### src/rtl/pc_fetch_if.sv
// Handshake/bus bundle between the decode/ALU path and the PC fetch unit.
//   Redirect/control (datapath -> fetch): stall, branch_taken, branch_offset, jump,
//     jump_index, jump_reg, jr_target, halt_req
//   Status (fetch -> datapath/imem): pc_out, pc_plus4, fetch_valid, halted,
//     misaligned, range_fault
// modport master: the datapath side that issues redirects.
// modport slave:  the fetch unit itself.
interface pc_fetch_if;
    logic        stall;
    logic        branch_taken;
    logic [31:0] branch_offset;
    logic        jump;
    logic [25:0] jump_index;
    logic        jump_reg;
    logic [31:0] jr_target;
    logic        halt_req;
    logic [31:0] pc_out;
    logic [31:0] pc_plus4;
    logic        fetch_valid;
    logic        halted;
    logic        misaligned;
    logic        range_fault;

    modport master (
        output stall, branch_taken, branch_offset, jump, jump_index, jump_reg, jr_target,
               halt_req,
        input  pc_out, pc_plus4, fetch_valid, halted, misaligned, range_fault
    );

    modport slave (
        input  stall, branch_taken, branch_offset, jump, jump_index, jump_reg, jr_target,
               halt_req,
        output pc_out, pc_plus4, fetch_valid, halted, misaligned, range_fault
    );
endinterface

### src/rtl/pc_fetch_unit.sv
// Program counter / next-PC stage feeding the byte-addressed instruction memory.
// Selects sequential, branch, jump or jump-register next PC with stall, halt and a
// one-cycle boot state after reset. Faults (misaligned JR, out-of-range PC) are sticky.
// Ports:
//   clk    rising-edge clock
//   reset  synchronous, active-high; wins over everything, including HALT
//   bus    pc_fetch_if.slave (redirect inputs, PC and status outputs)
// Parameters:
//   RESET_PC   PC loaded on reset (word aligned)
//   MEM_BYTES  instruction memory size; every fetched PC must be below it
// Optional feature:
//   BRANCH_DELAY_SLOT_EN  when defined, an accepted redirect first steps to pc_plus4
//                         (delay slot) and lands on the target on the following update.
module pc_fetch_unit #(
    parameter logic [31:0] RESET_PC  = 32'h0000_0000,
    parameter int unsigned MEM_BYTES = 256
) (
    input logic       clk,
    input logic       reset,
    pc_fetch_if.slave bus
);
    localparam logic [31:0] MEM_LIMIT = 32'(MEM_BYTES);

    typedef enum logic [1:0] {StBoot, StRun, StHalt} state_e;

    state_e      state_q, state_d;
    logic [31:0] pc_q, pc_d;
    logic        misaligned_q, misaligned_d;
    logic        range_fault_q, range_fault_d;

    logic [31:0] pc_plus4;
    logic [31:0] branch_target;
    logic [31:0] jump_target;
    logic [31:0] redirect_pc;
    logic [31:0] upd_pc;
    logic        jr_misaligned;

`ifdef BRANCH_DELAY_SLOT_EN
    logic        pending_q, pending_d;
    logic [31:0] pending_pc_q, pending_pc_d;
    logic        redirect;
`endif

    assign pc_plus4      = pc_q + 32'd4;
    assign branch_target = pc_plus4 + (bus.branch_offset << 2);
    assign jump_target   = {pc_plus4[31:28], bus.jump_index, 2'b00};
    assign jr_misaligned = bus.jump_reg && (bus.jr_target[1:0] != 2'b00);

    // Highest-priority redirect wins; falls back to the sequential PC.
    always_comb begin
        redirect_pc = pc_plus4;
        if (bus.jump_reg) begin
            redirect_pc = bus.jr_target & ~32'h3;
        end else if (bus.jump) begin
            redirect_pc = jump_target;
        end else if (bus.branch_taken) begin
            redirect_pc = branch_target;
        end
    end

`ifdef BRANCH_DELAY_SLOT_EN
    assign redirect = bus.jump_reg | bus.jump | bus.branch_taken;
`endif

    always_comb begin
        state_d       = state_q;
        pc_d          = pc_q;
        misaligned_d  = misaligned_q;
        range_fault_d = range_fault_q;
        upd_pc        = pc_plus4;
`ifdef BRANCH_DELAY_SLOT_EN
        pending_d     = pending_q;
        pending_pc_d  = pending_pc_q;
`endif

        unique case (state_q)
            StBoot: begin
                state_d = StRun;
            end
            StRun: begin
                if (bus.halt_req) begin
                    state_d = StHalt;
`ifdef BRANCH_DELAY_SLOT_EN
                    pending_d = 1'b0;
`endif
                end else if (!bus.stall) begin
`ifdef BRANCH_DELAY_SLOT_EN
                    if (pending_q) begin
                        // Delay slot already executed: land on the stored target.
                        upd_pc    = pending_pc_q;
                        pending_d = 1'b0;
                    end else begin
                        upd_pc = pc_plus4;
                        if (redirect) begin
                            pending_d    = 1'b1;
                            pending_pc_d = redirect_pc;
                            if (jr_misaligned) begin
                                misaligned_d = 1'b1;
                            end
                        end
                    end
`else
                    upd_pc = redirect_pc;
                    if (jr_misaligned) begin
                        misaligned_d = 1'b1;
                    end
`endif
                    if (upd_pc >= MEM_LIMIT) begin
                        // PC is frozen at the last good fetch address.
                        range_fault_d = 1'b1;
                        state_d       = StHalt;
`ifdef BRANCH_DELAY_SLOT_EN
                        pending_d     = 1'b0;
`endif
                    end else begin
                        pc_d = upd_pc;
                    end
                end
            end
            StHalt: begin
                state_d = StHalt;
            end
            default: begin
                state_d = StBoot;
            end
        endcase
    end

    always_ff @(posedge clk) begin
        if (reset) begin
            state_q       <= StBoot;
            pc_q          <= RESET_PC;
            misaligned_q  <= 1'b0;
            range_fault_q <= 1'b0;
        end else begin
            state_q       <= state_d;
            pc_q          <= pc_d;
            misaligned_q  <= misaligned_d;
            range_fault_q <= range_fault_d;
        end
    end

`ifdef BRANCH_DELAY_SLOT_EN
    always_ff @(posedge clk) begin
        if (reset) begin
            pending_q    <= 1'b0;
            pending_pc_q <= 32'h0;
        end else begin
            pending_q    <= pending_d;
            pending_pc_q <= pending_pc_d;
        end
    end
`endif

    assign bus.pc_out      = pc_q;
    assign bus.pc_plus4    = pc_plus4;
    assign bus.fetch_valid = (state_q == StRun);
    assign bus.halted      = (state_q == StHalt);
    assign bus.misaligned  = misaligned_q;
    assign bus.range_fault = range_fault_q;
endmodule

### src/flat_wrapper.sv
// flat-port wrapper written by rule: the top's interface ports become plain ports
module pc_fetch_unit_flat 
#(
    parameter logic [31:0] RESET_PC  = 32'h0000_0000,
    parameter int unsigned MEM_BYTES = 256
)
  (clk, reset, bus_stall, bus_branch_taken, bus_branch_offset, bus_jump, bus_jump_index, bus_jump_reg, bus_jr_target, bus_halt_req, bus_pc_out, bus_pc_plus4, bus_fetch_valid, bus_halted, bus_misaligned, bus_range_fault);
  pc_fetch_if bus_i ();
  input logic clk;
  input logic reset;
  input wire logic [$bits(bus_i.stall)-1:0] bus_stall;
  input wire logic [$bits(bus_i.branch_taken)-1:0] bus_branch_taken;
  input wire logic [$bits(bus_i.branch_offset)-1:0] bus_branch_offset;
  input wire logic [$bits(bus_i.jump)-1:0] bus_jump;
  input wire logic [$bits(bus_i.jump_index)-1:0] bus_jump_index;
  input wire logic [$bits(bus_i.jump_reg)-1:0] bus_jump_reg;
  input wire logic [$bits(bus_i.jr_target)-1:0] bus_jr_target;
  input wire logic [$bits(bus_i.halt_req)-1:0] bus_halt_req;
  output wire logic [$bits(bus_i.pc_out)-1:0] bus_pc_out;
  output wire logic [$bits(bus_i.pc_plus4)-1:0] bus_pc_plus4;
  output wire logic [$bits(bus_i.fetch_valid)-1:0] bus_fetch_valid;
  output wire logic [$bits(bus_i.halted)-1:0] bus_halted;
  output wire logic [$bits(bus_i.misaligned)-1:0] bus_misaligned;
  output wire logic [$bits(bus_i.range_fault)-1:0] bus_range_fault;
  assign bus_i.stall = bus_stall;
  assign bus_i.branch_taken = bus_branch_taken;
  assign bus_i.branch_offset = bus_branch_offset;
  assign bus_i.jump = bus_jump;
  assign bus_i.jump_index = bus_jump_index;
  assign bus_i.jump_reg = bus_jump_reg;
  assign bus_i.jr_target = bus_jr_target;
  assign bus_i.halt_req = bus_halt_req;
  assign bus_pc_out = bus_i.pc_out;
  assign bus_pc_plus4 = bus_i.pc_plus4;
  assign bus_fetch_valid = bus_i.fetch_valid;
  assign bus_halted = bus_i.halted;
  assign bus_misaligned = bus_i.misaligned;
  assign bus_range_fault = bus_i.range_fault;
  pc_fetch_unit #(.RESET_PC(RESET_PC), .MEM_BYTES(MEM_BYTES)) u_core (.clk(clk), .reset(reset), .bus(bus_i));
endmodule
### config.mk
export PLATFORM = sky130hd
export DESIGN_NAME = pc_fetch_unit_flat
export DESIGN_NICKNAME = d
export VERILOG_FILES = /design/src/rtl/pc_fetch_if.sv /design/src/rtl/pc_fetch_unit.sv /design/src/flat_wrapper.sv
export SDC_FILE = /design/constraint.sdc
export NUM_CORES = 1
export LEC_CHECK = 0
export CAP_MARGIN = 5
export CORE_MARGIN = 2
export CORE_UTILIZATION = 45
export DETAILED_ROUTE_END_ITERATION = 8
export GPL_TIMING_DRIVEN = 0
export PLACE_DENSITY = 0.8
export SYNTH_ARGS = -nofsm -noshare
export SYNTH_HDL_FRONTEND = slang
export SYNTH_SLANG_ARGS = --single-unit
### constraint.sdc
create_clock -name clk -period 5.2 [get_ports clk]
set_input_delay 1.56 -clock clk [delete_from_list [all_inputs] [get_ports clk]]
set_output_delay 1.56 -clock clk [all_outputs]
set_load 0.01 [all_outputs]
* Word-level counts from Yosys, hierarchy flattened
Cells that the tools add are included.
** Cells by class
- Add/subtract/negate cells :: 2
- Equal/unequal tests :: 4
- Multiplexer cells :: 7
- Bitwise logic cells :: 3
- $lt $le $gt $ge :: 1
- Reductions and logical operators :: 7
** Operator list (count)
- 2-to-1 mux 32 bit :: 3
- adder 32 x 3 -> 32 bit, second input constant :: 1
- adder 32 bit :: 1
- >= comparator 32 x 9 -> 1 bit, second input constant :: 1
- AND reduction 4 bit :: 3
- 2-to-1 mux 2 bit :: 3
- one-hot mux 2 bit (3 select lines) :: 1
- inequality test 3 x 2 -> 1 bit, second input constant :: 1
- inequality test 3 bit, second input constant :: 1
- inverter 1 bit :: 3
- == test 2 x 1 -> 1 bit, second input constant :: 1
- == test 2 bit, second input constant :: 1
- logical NOT 2 bit :: 1
- AND reduction 2 bit :: 1
- nonzero test 2 bit :: 1
- logical AND 1 bit :: 1
** Word-level totals
- Flip-flop bits (word level) :: 36
- Output and inout bits :: 68
- Word-level logic and storage cells :: 28
- Input bits :: 97

* Depth between registers and ports, before layout
- Depth after elaboration :: 10
- Mapped depth :: 22
- Depth with buffers taken out :: 17

* Least setup slack after synthesis
OpenSTA, ideal clock, no wires.
- Kind :: in2reg
- Start :: in bus_branch_offset[0]
- End :: reg u_core.pc_q[7] (netlist: u_core.bus.pc_out[7])
- Buffers on the path :: 1
- Stages :: 13
- Setup time :: 0.135 ns
- Setup slack :: 0.517 ns
- Required time :: 5.065 ns
- Arrival :: 4.547 ns
- Path through :: ha_1 fa_1 a21o_1 a31o_1 a311oi_2 o21ai_1 mux2i_1 o211ai_1 a2111o_1 or4_4 nor3_2 buf_6 a211oi_1
** Between the ends
- Longest elaborated chain between the ends :: 7
** Ends and longest elaborated chain
- from (decl) :: line flat_wrapper.sv:13 : input wire logic [$bits(bus_i.branch_offset)-1:0] bus_branch_offset;
- adder 32 bit (*) :: line pc_fetch_unit.sv:45 : assign branch_target = pc_plus4 + (bus.branch_offset << 2);
- 2-to-1 mux 32 bit (*) :: line pc_fetch_unit.sv:56 : end else if (bus.branch_taken) begin
- 2-to-1 mux 32 bit (*) :: line pc_fetch_unit.sv:54 : end else if (bus.jump) begin
- 2-to-1 mux 32 bit (*) :: line pc_fetch_unit.sv:52 : if (bus.jump_reg) begin
- >= comparator 32 x 9 -> 1 bit :: line pc_fetch_unit.sv:108 : if (upd_pc >= MEM_LIMIT) begin
- inverter 1 bit (no source line)
- AND reduction 4 bit (no source line)
- to (signal assigned) :: line pc_fetch_unit.sv:137 : pc_q <= pc_d;
- to (decl) :: line pc_fetch_unit.sv:27 : logic [31:0] pc_q, pc_d;
Every way passes the cells marked *; elsewhere a longest branch is shown, timed or not.
A chain may end at the register's enable or synchronous reset.

* Worst setup path after layout
- Start :: in bus_branch_offset[0]
- End :: reg u_core.pc_q[5] (netlist: u_core.bus.pc_out[5])
Same word-level chain as after synthesis.

==> metrics.txt <==
Crit path buffers/inverters 2; Compound-Gate Fraction of Synth Area 0.271; share of cells above drive strength 1 0.133; Post-Synth XOR/XNOR Area 0.0801; CP required 5.35 ns; Setup crit start bus_branch_offset[0]; register area share after synthesis 0.153; post-synthesis mux area share 0.0234; Critical Path Start Type input port; Root Driver clkbuf_8; final setup TNS 0 ns; initial DRC count ~380; DR pass1 iterations 5; clk slew on worst S/H paths 0.07 ns; R2R setup slack 0.20 ns; total global routing track utilization 0.312; die width 106 um; clk_lat worst skew 0.29 ns; crit path time final about 5.1 ns; RR Endpoint u_core.bus.pc_out[5]; via count between 5000 and 6000; largest net degree at the start of global routing 12; Post-Synth Adder-Cell Area 0.0947; pre-CTS setup slack -0.478 ns; outcome finished, final reports clean; # setup viols final 0; DRC 0; number of global-route vias before repair 5363; design area just under 0.007 mm^2; maximum VDD drop around 0.19 mV; Synth top cells by count nand2_1, a21oi_1, nor2_1, dfxtp_1, ha_1; Lkg Pwr approximately 0.0027 uW; Area after DPL between 0.006 and 0.007 mm^2; first-pass GRT wire length 27900 um; max_cap viols 0; Worst Hold Depth 2; CP peak stage delay ~0.63 ns; post-synthesis cell count about 650; post-detail-place hpwl ~15000 um; total gr overflow 0; routability cong. approximately 0.9; Worst Max-Slew Pin Slew 0.761 ns; Initial Util 0.460; delay-heaviest family, CP simple AND/OR/NAND/NOR gates; Num CTS Buffers 5; CP max stage cell or4_4; Netlist cell types 73; crit path cell chain clkdlybuf4s50_1 -> ha_1 -> fa_2 -> a21o_1 -> a31o_1 -> a21oi_2 -> xor2_1 -> o2111ai_1 -> nor4_2 -> nand4_1 -> or4_4 -> nor3_4 -> buf_6 -> a211oi_1; fmax around 0.20 GHz; worst hold endpoint u_core.bus.pc_out[0]; Antenna Nets Post-Route 0; Hold Crit Start u_core.bus.pc_out[0]; H-tree Lvls 2; core area around 0.01 mm^2; number of flops mapped to enable cells by yosys 0; crit share post-route 0.976; post-synthesis cell area 0.00470 mm^2; n_diodes 0; Worst slew margin 0.492; Yosys warning total 0; kind of critical path in2reg; Cell Pwr Density around 110 mW/mm^2; die height about 110 um; die area around 0.011 mm^2; setup ws final ~0.12 ns; arrival time worst endpoint 5.23 ns; Crit Reg-Reg Startpoint u_core.bus.pc_out[3]; antenna violations before repair 0; Max Transition Viols Final 0; row count 37; Post-synth ARST share 0; Hold Path Class reg2reg; synthesized flop and latch total 36; clk buf depth 2; Syn-to-layout area delta 45.6%; largest family of logic cells by synthesized area simple AND/OR/NAND/NOR gates; Max Fanout on Critical Path 10; Synth top area share 0.153; Worst R2R Path Depth 17; Fillers ~850; crit end category register; leading area contributor after synthesis dfxtp_1; top_reg_cell synth dfxtp_1; I/O pin count roughly 170; Final Skew about 0.0097 ns; count leader, synth nand2_1; Routed WL per cell between 15 and 20 um; Syn Area/Cell slightly above 7 um^2; syn_nets around 800; count of input and output buffers 160; Hold Fails Final Rpt 0; Post-CTS Hold Fix Bufs 0; Layout Nets approximately 950; main area contributors after synthesis dfxtp_1, ha_1, a21oi_1; simple-gate portion of the synthesized area 0.315; total power around 760 uW; final wirelength 18300 um; vias per cell 5.97; Num Clock Sinks 36; clock tree from TritonCTS done
sequential cells by signal (all words and copies together) (netlist names):
| signal | flops |
|---|---|
| u_core.bus.misaligned | 1 |
| u_core.bus.range_fault | 1 |
| u_core.bus.pc_out | 32 |
| u_core.state_q | 2 |
metal layers:
metal / wire length [um] / vias up / share of wire / track usage
met4: 544 / 0 / 0.030 / 0.0996
met3: 1410 / 44 / 0.077 / 0.0564
met2: 8710 / 256 / 0.48 / 0.529
met5: 0 / - / 0 / 0
met1: 7620 / 2660 / 0.42 / 0.400
li1: - / 2729 / - / -
kinds of logic after synthesis:
group / after synthesis
and+or+nand+nor: 274
muxes: 11
xor gates and xnor gates: 43
DFF: 36
AOI/OAI and AO/OA: 188
adders and majority gates: 35
buffers and inverters: 60
worst max path at each step:
stage | end | slack [ns] | cells after the start
floorplan | u_core.bus.pc_out[7] | 0.52 | 13
global placement | u_core.bus.pc_out[7] | -0.45 | 14
detailed placement | u_core.bus.pc_out[2] | -0.48 | 14
CTS | u_core.bus.pc_out[2] | 0.02 | 14
global route | u_core.bus.pc_out[5] | -0.006 | 14
finish | u_core.bus.pc_out[5] | 0.12 | 14
power by group:
group | switching [uW] | internal, uW
clock | 97.7 | 106
sequential | 6.37 | 283
combinational | 133 | 136
total | 237 | 525
worst min-delay path, stage by stage (launching register included):
cell,delay [ns]
dfxtp_1,0.33
inv_1,0.05
a211oi_1,0.04
cell type report:
class,instances,area (um^2),share of cell area
flip-flops and latches,36,722,0.105
clock buffers,6,82.6,0.0121
well taps,136,170,0.0248
repair buffers,170,1680,0.245
plain buffers,31,189,0.0276
clock inverters,2,10.0,0.00146
multi-input cells,551,3920,0.572
inverters,21,80.1,0.0117
through the flow:
stage,hold WS (ns),utilization,cells
finish,0.464,0.670,953
global route,0.495,0.670,953
CTS,0.462,0.656,954
detailed placement,0.443,0.633,943
global placement,0.442,0.633,943
floorplan,0.469,-,647
repair_timing:
action,4_1_cts,5_1_grt
pin swaps,1,10
resized for setup,21,26
buffers inserted,3,7
setup endpoints to repair,35,35
placed cells by master, fill, tap and decap left out, types with 17 or more instances in the layout:
cell / netlist / routed
xor2_1: 21 / 17
nor2_1: 53 / 51
dfxtp_1: 36 / 35
nor3_1: 24 / 22
clkdlybuf4s50_1: 0 / 160
a21oi_1: 54 / 47
nand4_1: 18 / 18
ha_1: 34 / 28
o21ai_0: 23 / 21
xnor2_1: 22 / 18
nand2_1: 66 / 66
nand3_1: 21 / 20
inv_1: 20 / 20
No activity file was read; power rests on OpenSTA's default activity.
